--- src/rtl/pipe_pkg.sv ---
// Shared constants and types for the ID/EX operand stage.
package pipe_pkg;

    localparam int DATA_W        = 64;
    localparam int ZERO_REG      = 31;
    localparam int CTRL_REGWRITE = 0;
    localparam int CTRL_MEMREAD  = 1;

    typedef enum logic {
        RUN      = 1'b0,
        LU_STALL = 1'b1
    } state_e;

endpackage

--- src/rtl/D_FF.sv ---
// Single-bit pipeline flop with asynchronous active-high clear.
module D_FF (
    input  logic clk,
    input  logic reset,
    input  logic d,
    output logic q
);

    always_ff @(posedge clk or posedge reset) begin
        if (reset) begin
            q <= 1'b0;
        end else begin
            q <= d;
        end
    end

endmodule

--- src/rtl/fwd_sel.sv ---
// Priority operand select for one source register: zero reg, EX, MEM, WB, then register file.
module fwd_sel #(
    parameter int DATA_W   = pipe_pkg::DATA_W,
    parameter int ZERO_REG = pipe_pkg::ZERO_REG
) (
    input  logic [4:0]        src,
    input  logic [DATA_W-1:0] rf_data,
    input  logic [4:0]        ex_rd,
    input  logic              ex_we,
    input  logic [DATA_W-1:0] ex_val,
    input  logic [4:0]        mem_rd,
    input  logic              mem_we,
    input  logic [DATA_W-1:0] mem_val,
    input  logic [4:0]        wb_rd,
    input  logic              wb_we,
    input  logic [DATA_W-1:0] wb_val,
    output logic [DATA_W-1:0] data
);

    logic src_is_zero;
    logic ex_hit;
    logic mem_hit;
    logic wb_hit;

    // A stage writing the zero register never counts as a producer.
    assign src_is_zero = (src == 5'(ZERO_REG));
    assign ex_hit      = ex_we  && (ex_rd  == src) && (ex_rd  != 5'(ZERO_REG));
    assign mem_hit     = mem_we && (mem_rd == src) && (mem_rd != 5'(ZERO_REG));
    assign wb_hit      = wb_we  && (wb_rd  == src) && (wb_rd  != 5'(ZERO_REG));

    always_comb begin
        data = rf_data;
        if (src_is_zero) begin
            data = '0;
        end else if (ex_hit) begin
            data = ex_val;
        end else if (mem_hit) begin
            data = mem_val;
        end else if (wb_hit) begin
            data = wb_val;
        end
    end

endmodule

--- src/rtl/operand_stage.sv ---
// ID/EX operand stage: forwarding select, load-use stall FSM and the ID/EX pipeline register.
module operand_stage #(
    parameter int DATA_W   = pipe_pkg::DATA_W,
    parameter int ZERO_REG = pipe_pkg::ZERO_REG
) (
    input  logic                 clk,
    input  logic                 reset,
    input  logic                 id_valid,
    input  logic [4:0]           id_Rn,
    input  logic [4:0]           id_Rm,
    input  logic [4:0]           id_Rd,
    input  logic [DATA_W-1:0]    id_rd1,
    input  logic [DATA_W-1:0]    id_rd2,
    input  logic [7:0]           id_ctrl,
    input  logic [4:0]           ex_Rd,
    input  logic [4:0]           mem_Rd,
    input  logic [4:0]           wb_Rd,
    input  logic                 ex_RegWrite,
    input  logic                 mem_RegWrite,
    input  logic                 wb_RegWrite,
    input  logic [DATA_W-1:0]    ex_result,
    input  logic [DATA_W-1:0]    mem_result,
    input  logic [DATA_W-1:0]    wb_result,
    input  logic                 flush,
    output logic                 stall,
    output logic                 q_valid,
    output logic [DATA_W-1:0]    q_A,
    output logic [DATA_W-1:0]    q_B,
    output logic [4:0]           q_Rd,
    output logic [7:0]           q_ctrl,
    output pipe_pkg::state_e     dbg_state
);

    import pipe_pkg::*;

    localparam int REG_W = 2 * DATA_W + 14;

    state_e            state_q;
    state_e            state_d;
    logic              hazard;
    logic              bubble;
    logic [DATA_W-1:0] fwd_a;
    logic [DATA_W-1:0] fwd_b;
    logic              valid_d;
    logic [7:0]        ctrl_d;
    logic [4:0]        rd_d;
    logic [DATA_W-1:0] a_d;
    logic [DATA_W-1:0] b_d;
    logic [REG_W-1:0]  pipe_d;
    logic [REG_W-1:0]  pipe_q;

    fwd_sel #(.DATA_W(DATA_W), .ZERO_REG(ZERO_REG)) u_fwd_a (
        .src     (id_Rn),
        .rf_data (id_rd1),
        .ex_rd   (ex_Rd),
        .ex_we   (ex_RegWrite),
        .ex_val  (ex_result),
        .mem_rd  (mem_Rd),
        .mem_we  (mem_RegWrite),
        .mem_val (mem_result),
        .wb_rd   (wb_Rd),
        .wb_we   (wb_RegWrite),
        .wb_val  (wb_result),
        .data    (fwd_a)
    );

    fwd_sel #(.DATA_W(DATA_W), .ZERO_REG(ZERO_REG)) u_fwd_b (
        .src     (id_Rm),
        .rf_data (id_rd2),
        .ex_rd   (ex_Rd),
        .ex_we   (ex_RegWrite),
        .ex_val  (ex_result),
        .mem_rd  (mem_Rd),
        .mem_we  (mem_RegWrite),
        .mem_val (mem_result),
        .wb_rd   (wb_Rd),
        .wb_we   (wb_RegWrite),
        .wb_val  (wb_result),
        .data    (fwd_b)
    );

    // The instruction now in EX is a load whose result the ID instruction needs.
    assign hazard = id_valid && q_valid && q_ctrl[CTRL_MEMREAD]
                 && (q_Rd != 5'(ZERO_REG))
                 && ((q_Rd == id_Rn) || (q_Rd == id_Rm));

    always_ff @(posedge clk or posedge reset) begin
        if (reset) begin
            state_q <= RUN;
        end else begin
            state_q <= state_d;
        end
    end

    always_comb begin
        state_d = state_q;
        stall   = 1'b0;
        bubble  = 1'b0;
        unique case (state_q)
            RUN: begin
                if (flush) begin
                    bubble = 1'b1;
                end else if (hazard) begin
                    stall   = 1'b1;
                    bubble  = 1'b1;
                    state_d = LU_STALL;
                end
            end
            LU_STALL: begin
                state_d = RUN;
                bubble  = flush;
            end
            default: begin
                state_d = RUN;
            end
        endcase
    end

    // Bubbles carry zero control so they can never write or touch memory.
    assign valid_d = bubble ? 1'b0 : id_valid;
    assign ctrl_d  = (bubble || !id_valid) ? 8'h00 : id_ctrl;
    assign rd_d    = bubble ? 5'd0 : id_Rd;
    assign a_d     = bubble ? '0 : fwd_a;
    assign b_d     = bubble ? '0 : fwd_b;
    assign pipe_d  = {valid_d, ctrl_d, rd_d, b_d, a_d};

    for (genvar i = 0; i < REG_W; i++) begin : g_pipe
        D_FF u_ff (
            .clk   (clk),
            .reset (reset),
            .d     (pipe_d[i]),
            .q     (pipe_q[i])
        );
    end

    assign {q_valid, q_ctrl, q_Rd, q_B, q_A} = pipe_q;
    assign dbg_state = state_q;

endmodule

--- config.mk ---
export PLATFORM = sky130hd
export DESIGN_NAME = operand_stage
export DESIGN_NICKNAME = d
export VERILOG_FILES = /design/src/rtl/pipe_pkg.sv /design/src/rtl/D_FF.sv /design/src/rtl/fwd_sel.sv /design/src/rtl/operand_stage.sv
export SDC_FILE = /design/constraint.sdc
export NUM_CORES = 1
export LEC_CHECK = 0
export BUFFER_PORTS_ARGS = -buffer_cell sky130_fd_sc_hd__buf_4
export CAP_MARGIN = 20
export CORE_AREA = 3 3 195 197
export CTS_CLUSTER_DIAMETER = 50
export DETAILED_ROUTE_END_ITERATION = 8
export DIE_AREA = 0 0 198 200
export GPL_TIMING_DRIVEN = 0
export PLACE_DENSITY_LB_ADDON = 0.3
export SETUP_SLACK_MARGIN = 0.05
export SLEW_MARGIN = 20
export SYNTH_ARGS = -nofsm -noshare
export SYNTH_HDL_FRONTEND = slang
export SYNTH_SLANG_ARGS = --single-unit
--- constraint.sdc ---
create_clock -name clk -period 12.5 [get_ports clk]
set_clock_uncertainty 0.15 [all_clocks]
set_input_delay 1.875 -clock clk [delete_from_list [all_inputs] [get_ports clk]]
set_output_delay 1.875 -clock clk [all_outputs]
set_load 0.02 [all_outputs]
-- Yosys cells after proc, flatten, opt, wreduce, memory -nomap -nowiden
Cells that the tools add are included.
Widths: inputs -> output; s select.
- flip-flop bits (word level): 143
- input port bits: 365
- output and inout bits: 144
- logic and storage cells: 196
- equal/unequal tests: 14
- mux-type cells: 19
- bitwise operators: 1
- reduce and logical (&&, ||, !) cells: 19
- operator list (cell ; number):
    $mux 64 ; 10
    $eq 5x5->1 ; 8
    $ne 5x5->1 const B ; 4
    $logic_and 1x1->1 ; 16
    $eq 5x5->1 const B ; 2
    $mux 8 ; 1
    $mux 1 ; 5
    $mux 5 ; 1
    $pmux 1 s2 ; 2
    $logic_or 1x1->1 ; 2
    $logic_not 1->1 ; 1
    $not 1->1 ; 1

-- Longest topological paths before layout
- word-level depth: 9
- depth in mapped cells: 9
- mapped depth without buffers: 5

-- Hierarchy
From an unflattened synthesis, not the netlist that was laid out.
- cells, all modules: 1467
- area total of the unflattened synthesis: 11235.8 sq um
- by module, submodules not included (module ; instances ; cells each ; area an instance (sq um) ; sequential area each (sq um)):
    fwd_sel ; 2 ; 416 ; 2558.7 ; 0.0
    D_FF ; 142 ; 2 ; 28.8 ; 25.0
    operand_stage ; 1 ; 351 ; 2031.9 ; 25.0

-- Worst setup path before layout
Ideal clock, no wire load.
- path type: input port to output port
- start point: in id_Rm[0]
- end point: out stall
- arrival time: 2809 ps
- data required time: 10475 ps
- slack: 7666 ps
- stages: 6
- path buffers: 1
- cells stage by stage: buf_2 > xnor2_1 > nand3_1 > o22ai_1 > nand2_1 > nor2_1
- word-level cells in the longest chain between the ends: 6
- RTL lines (element ; RTL line ; text):
    start: declaration ; operand_stage.sv:10 ; input logic [4:0] id_Rm,
    $eq 5x5->1 ; operand_stage.sv:85 ; && ((q_Rd == id_Rn) || (q_Rd == id_Rm));
    $logic_or 1x1->1 ; operand_stage.sv:85 ;
    $logic_and 1x1->1 ; operand_stage.sv:85 ;
    $mux 1 ; operand_stage.sv:103 ; end else if (hazard) begin
    $mux 1 ; operand_stage.sv:101 ; if (flush) begin
    $mux 1 ; operand_stage.sv:99 ; unique case (state_q)
    end: declaration ; operand_stage.sv:25 ; output logic stall,
No other way between the ends.

-- Final worst setup path
- start point: in id_valid
- end point: out stall
- word-level cells in the longest chain between the ends: 7
- RTL lines (element ; RTL line ; text):
    start: declaration ; operand_stage.sv:8 ; input logic id_valid,
    $logic_and 1x1->1 (2 in series) ; operand_stage.sv:83 ; assign hazard = id_valid && q_valid && q_ctrl[CTRL_MEMREAD]
    $logic_and 1x1->1 ; operand_stage.sv:84 ; && (q_Rd != 5'(ZERO_REG))
    $logic_and 1x1->1 ; operand_stage.sv:85 ;
    $mux 1 ; operand_stage.sv:103 ;
    $mux 1 ; operand_stage.sv:101 ;
    $mux 1 ; operand_stage.sv:99 ;
No other way between the ends.

==> key figures <==
Worst setup path
  • Crit-path leading delay family: buffers and inverters
  • Register-to-register setup slack: 9860 ps
  • Most used cell along the critical path: buf_4
  • Slowest stage delay, CP: 330 ps
  • Crit path capture: stall
  • CP Data Required Time: 10470 ps
  • R2R cell count: 7
  • Arr. time, crit path: 2910 ps
  • FF-to-FF Start: g_pipe[132].u_ff.q$_DFF_PP0_
  • WP buf/inv: 3
  • Crit-path slowest cell: a2111oi_2
  • Worst-path maximum fanout: 10
  • Worst r2r dst: g_pipe[65].u_ff.q$_DFF_PP0_
  • CP Capture Type: primary output
  • WS Path Type: in2out
  • Startpoint type of the worst setup path: primary input
  • Crit path depth: 6
  • CP Launch Point: id_valid
  • CP Cell Sequence: buf_4, clkinv_1, a2111oi_2, nand2_1, nor2_1, buf_4

Run status
  • Status: completed

Timing
  • Count of pins over their slew limit: 0
  • Worst Tran Pin Value: 1110 ps
  • Tmin final: 4940 ps
  • Post-Route Setup TNS: 0 ps
  • Period utilisation layout: 39.5%
  • F_max: 202 MHz
  • Final Hold Viols: 0
  • Setup Viol. Count Final: 0
  • Final Worst Setup Slack: 7560 ps
  • Max-slew headroom: 25.7%
  • RSZ-0062 raised after global routing: no

Clock network
  • CTS hold repair buffers: 0
  • Setup bufs post-CTS: 0
  • CTS Root Cell: clkbuf_16
  • CTS Buf Count: 17
  • Worst-path clk slew: 70 ps
  • H-tree levels: 4
  • Num Clock Sinks: 143
  • CTS resizes: 0
  • CTS tree: done
  • Clock Path Buffers: 2
  • Worst-Skew Late Latency: 460 ps

Synth
  • Syn nets: 1780
  • Seq cells post-synth: 143
  • Syn Inst Count: 1415
  • EDFF count, synth: 0
  • Yosys warns: 0
  • Seq/Total Area, Yosys: 29.3%
  • Post-synthesis cell type count: 34
  • Post-Syn Area per Cell: 8.63 µm²
  • Top_reg_cell synth: dfrtp_1
  • Async SR Flop Fraction: 100%
  • Netlist Area Pre-Place: 0.0122 mm²

Routing
  • Via count: 14.1k
  • 1st-pass router iterations: 5
  • WL per Instance: 26.1 µm
  • Routed Antenna Nets: 0
  • WL final: 62900 µm
  • DR iter-0 viols: 1267
  • Via-to-Cell Ratio: 5.86
  • DRC viols: 0

Die
  • # IOs: 509
  • Die H: 200 µm
  • Initial Utilization: 33.5%
  • Rows: 70
  • Chip Width: 198 µm
  • Core Footprint: 0.0364 mm²
  • Die ar.: 0.0396 mm²

Pwr
  • Static leakage: 7.77 nW
  • VDD IR-drop max: 0.0977 mV
  • Power, Total: 1.65 mW
  • PD cells: 95.5 mW/mm²

GRT
  • Overflow after GRT: 0
  • Largest net degree at the start of global routing: 74
  • GRT Resource Usage Total: 30.3%
  • First-pass GRT wire length: 89000 µm
  • Vias in the first global route: 14.0k
  • Initial antenna violation count: 6

Placed design
  • DP HPWL: 49300 µm
  • GPL Wtd Cong: 0.900
  • PortBufs: 498
  • Dpl ws: 7560 ps

Worst hold path
  • Hold Crit Class: reg2reg

Finish
  • Fillcell total: 3618
  • Final Net Count: 2298
  • Layout cell share with drive strength beyond 1: 40.4%
  • Layout area overhead: 41.4%

Run
  • Total of max-cap violations: 0
synth_stat cells, types with 22 or more instances:
master | count | share of area (%)
and4_1 | 134 | 9.6
o311ai_1 | 127 | 9.1
dfrtp_1 | 143 | 29
xnor2_1 | 22 | 1.6
nand3b_1 | 128 | 7.9
a211oi_1 | 127 | 7.8
buf_4 | 151 | 9.3
o31a_1 | 64 | 4.6
buf_2 | 76 | 3.1
clkbuf_1 | 84 | 2.6
nand2_1 | 137 | 4.2
inv_1 | 78 | 2.4
a31oi_1 | 64 | 3.3
routing by layer:
| metal | GRT usage (%) | wire length, µm | vias up | part of all wire, % |
|---|---|---|---|---|
| li1 | - | - | 6273 | - |
| met1 | 37.2 | 24600 | 6778 | 39 |
| met2 | 50.2 | 29700 | 923 | 47 |
| met3 | 8.83 | 6220 | 163 | 9.9 |
| met4 | 12.5 | 2400 | 10 | 3.8 |
| met5 | 0 | 65 | - | 0.10 |
how the worst min path moves through the flow:
stage | endpoint | startpoint | cells past startpoint | slack [ps]
after global routing | dbg_state$_DFF_PP0_ | dbg_state$_DFF_PP0_ | 3 | 490
after global placement | dbg_state$_DFF_PP0_ | dbg_state$_DFF_PP0_ | 3 | 420
final | dbg_state$_DFF_PP0_ | dbg_state$_DFF_PP0_ | 3 | 440
after floorplan | dbg_state$_DFF_PP0_ | g_pipe[134].u_ff.q$_DFF_PP0_ | 4 | 550
after CTS | dbg_state$_DFF_PP0_ | dbg_state$_DFF_PP0_ | 3 | 440
after detailed placement | dbg_state$_DFF_PP0_ | dbg_state$_DFF_PP0_ | 3 | 420
flip-flops by register name, indices dropped and copies added, names as in the netlist:
register / flops
dbg_state: 1
g_pipe.u_ff.q: 142
cell usage in the layout, fill, tap and decap left out, types with 15 or more instances in the layout:
master       n
a211oi_1   127
a31oi_1     64
and4_1     134
buf_2       76
buf_4      649
clkbuf_1    85
clkbuf_16   17
dfrtp_1    143
inv_1       77
nand2_1    137
nand3b_1   128
o311ai_1   127
o31a_1      64
xnor2_1     22
xor2_1      15
tightest hold or removal path: cells and delay by family (launching register included):
kind,cells,cell delay (ps)
flip-flops,1,380
AO/OA/AOI/OAI,1,60
AND/OR/NAND/NOR,2,120
report_power, final:
| group | switching, mW | internal [mW] |
|---|---|---|
| Sequential | 0.0116 | 0.494 |
| Combinational | 0.288 | 0.235 |
| Clock | 0.225 | 0.395 |
| Total | 0.525 | 1.12 |
layout make-up:
cell class | instances | area, µm² | share of cell area, %
Antenna cell | 1 | 2.50 | 0.0145
Clock inverter | 14 | 263 | 1.52
Sequential cell | 143 | 3580 | 20.7
Clock buffer | 18 | 429 | 2.49
Tap cell | 468 | 586 | 3.39
Inverter | 79 | 304 | 1.76
Buffer | 328 | 1990 | 11.5
Multi-Input combinational cell | 865 | 6350 | 36.8
Timing Repair Buffer | 499 | 3770 | 21.8
cells by family (layout without fill, tap and decap cells):
kind of cell / count (synthesis) / count (layout) / share of synthesized area, %
other: 0 / 1 / 0
DFF: 143 / 143 / 29.3
xor gates and xnor gates: 40 / 40 / 3.05
AOI/OAI and AO/OA: 392 / 392 / 25.7
and+or+nand+nor: 433 / 433 / 23.2
buffers and inverters: 407 / 938 / 18.7
through the flow:
step           area [µm²]  util, %  hold slack [ps]  cells
4_1_cts             17300     47.4              438   2414
5_1_grt             17300     47.4              485   2415
3_5_place_dp        16600     45.5              424   2382
6_report            17300     47.4              443   2415
3_3_place_gp        16500     45.4              421   2381
2_1_floorplan       12200        -              553   1415
No activity file was read; power rests on OpenSTA's default activity.
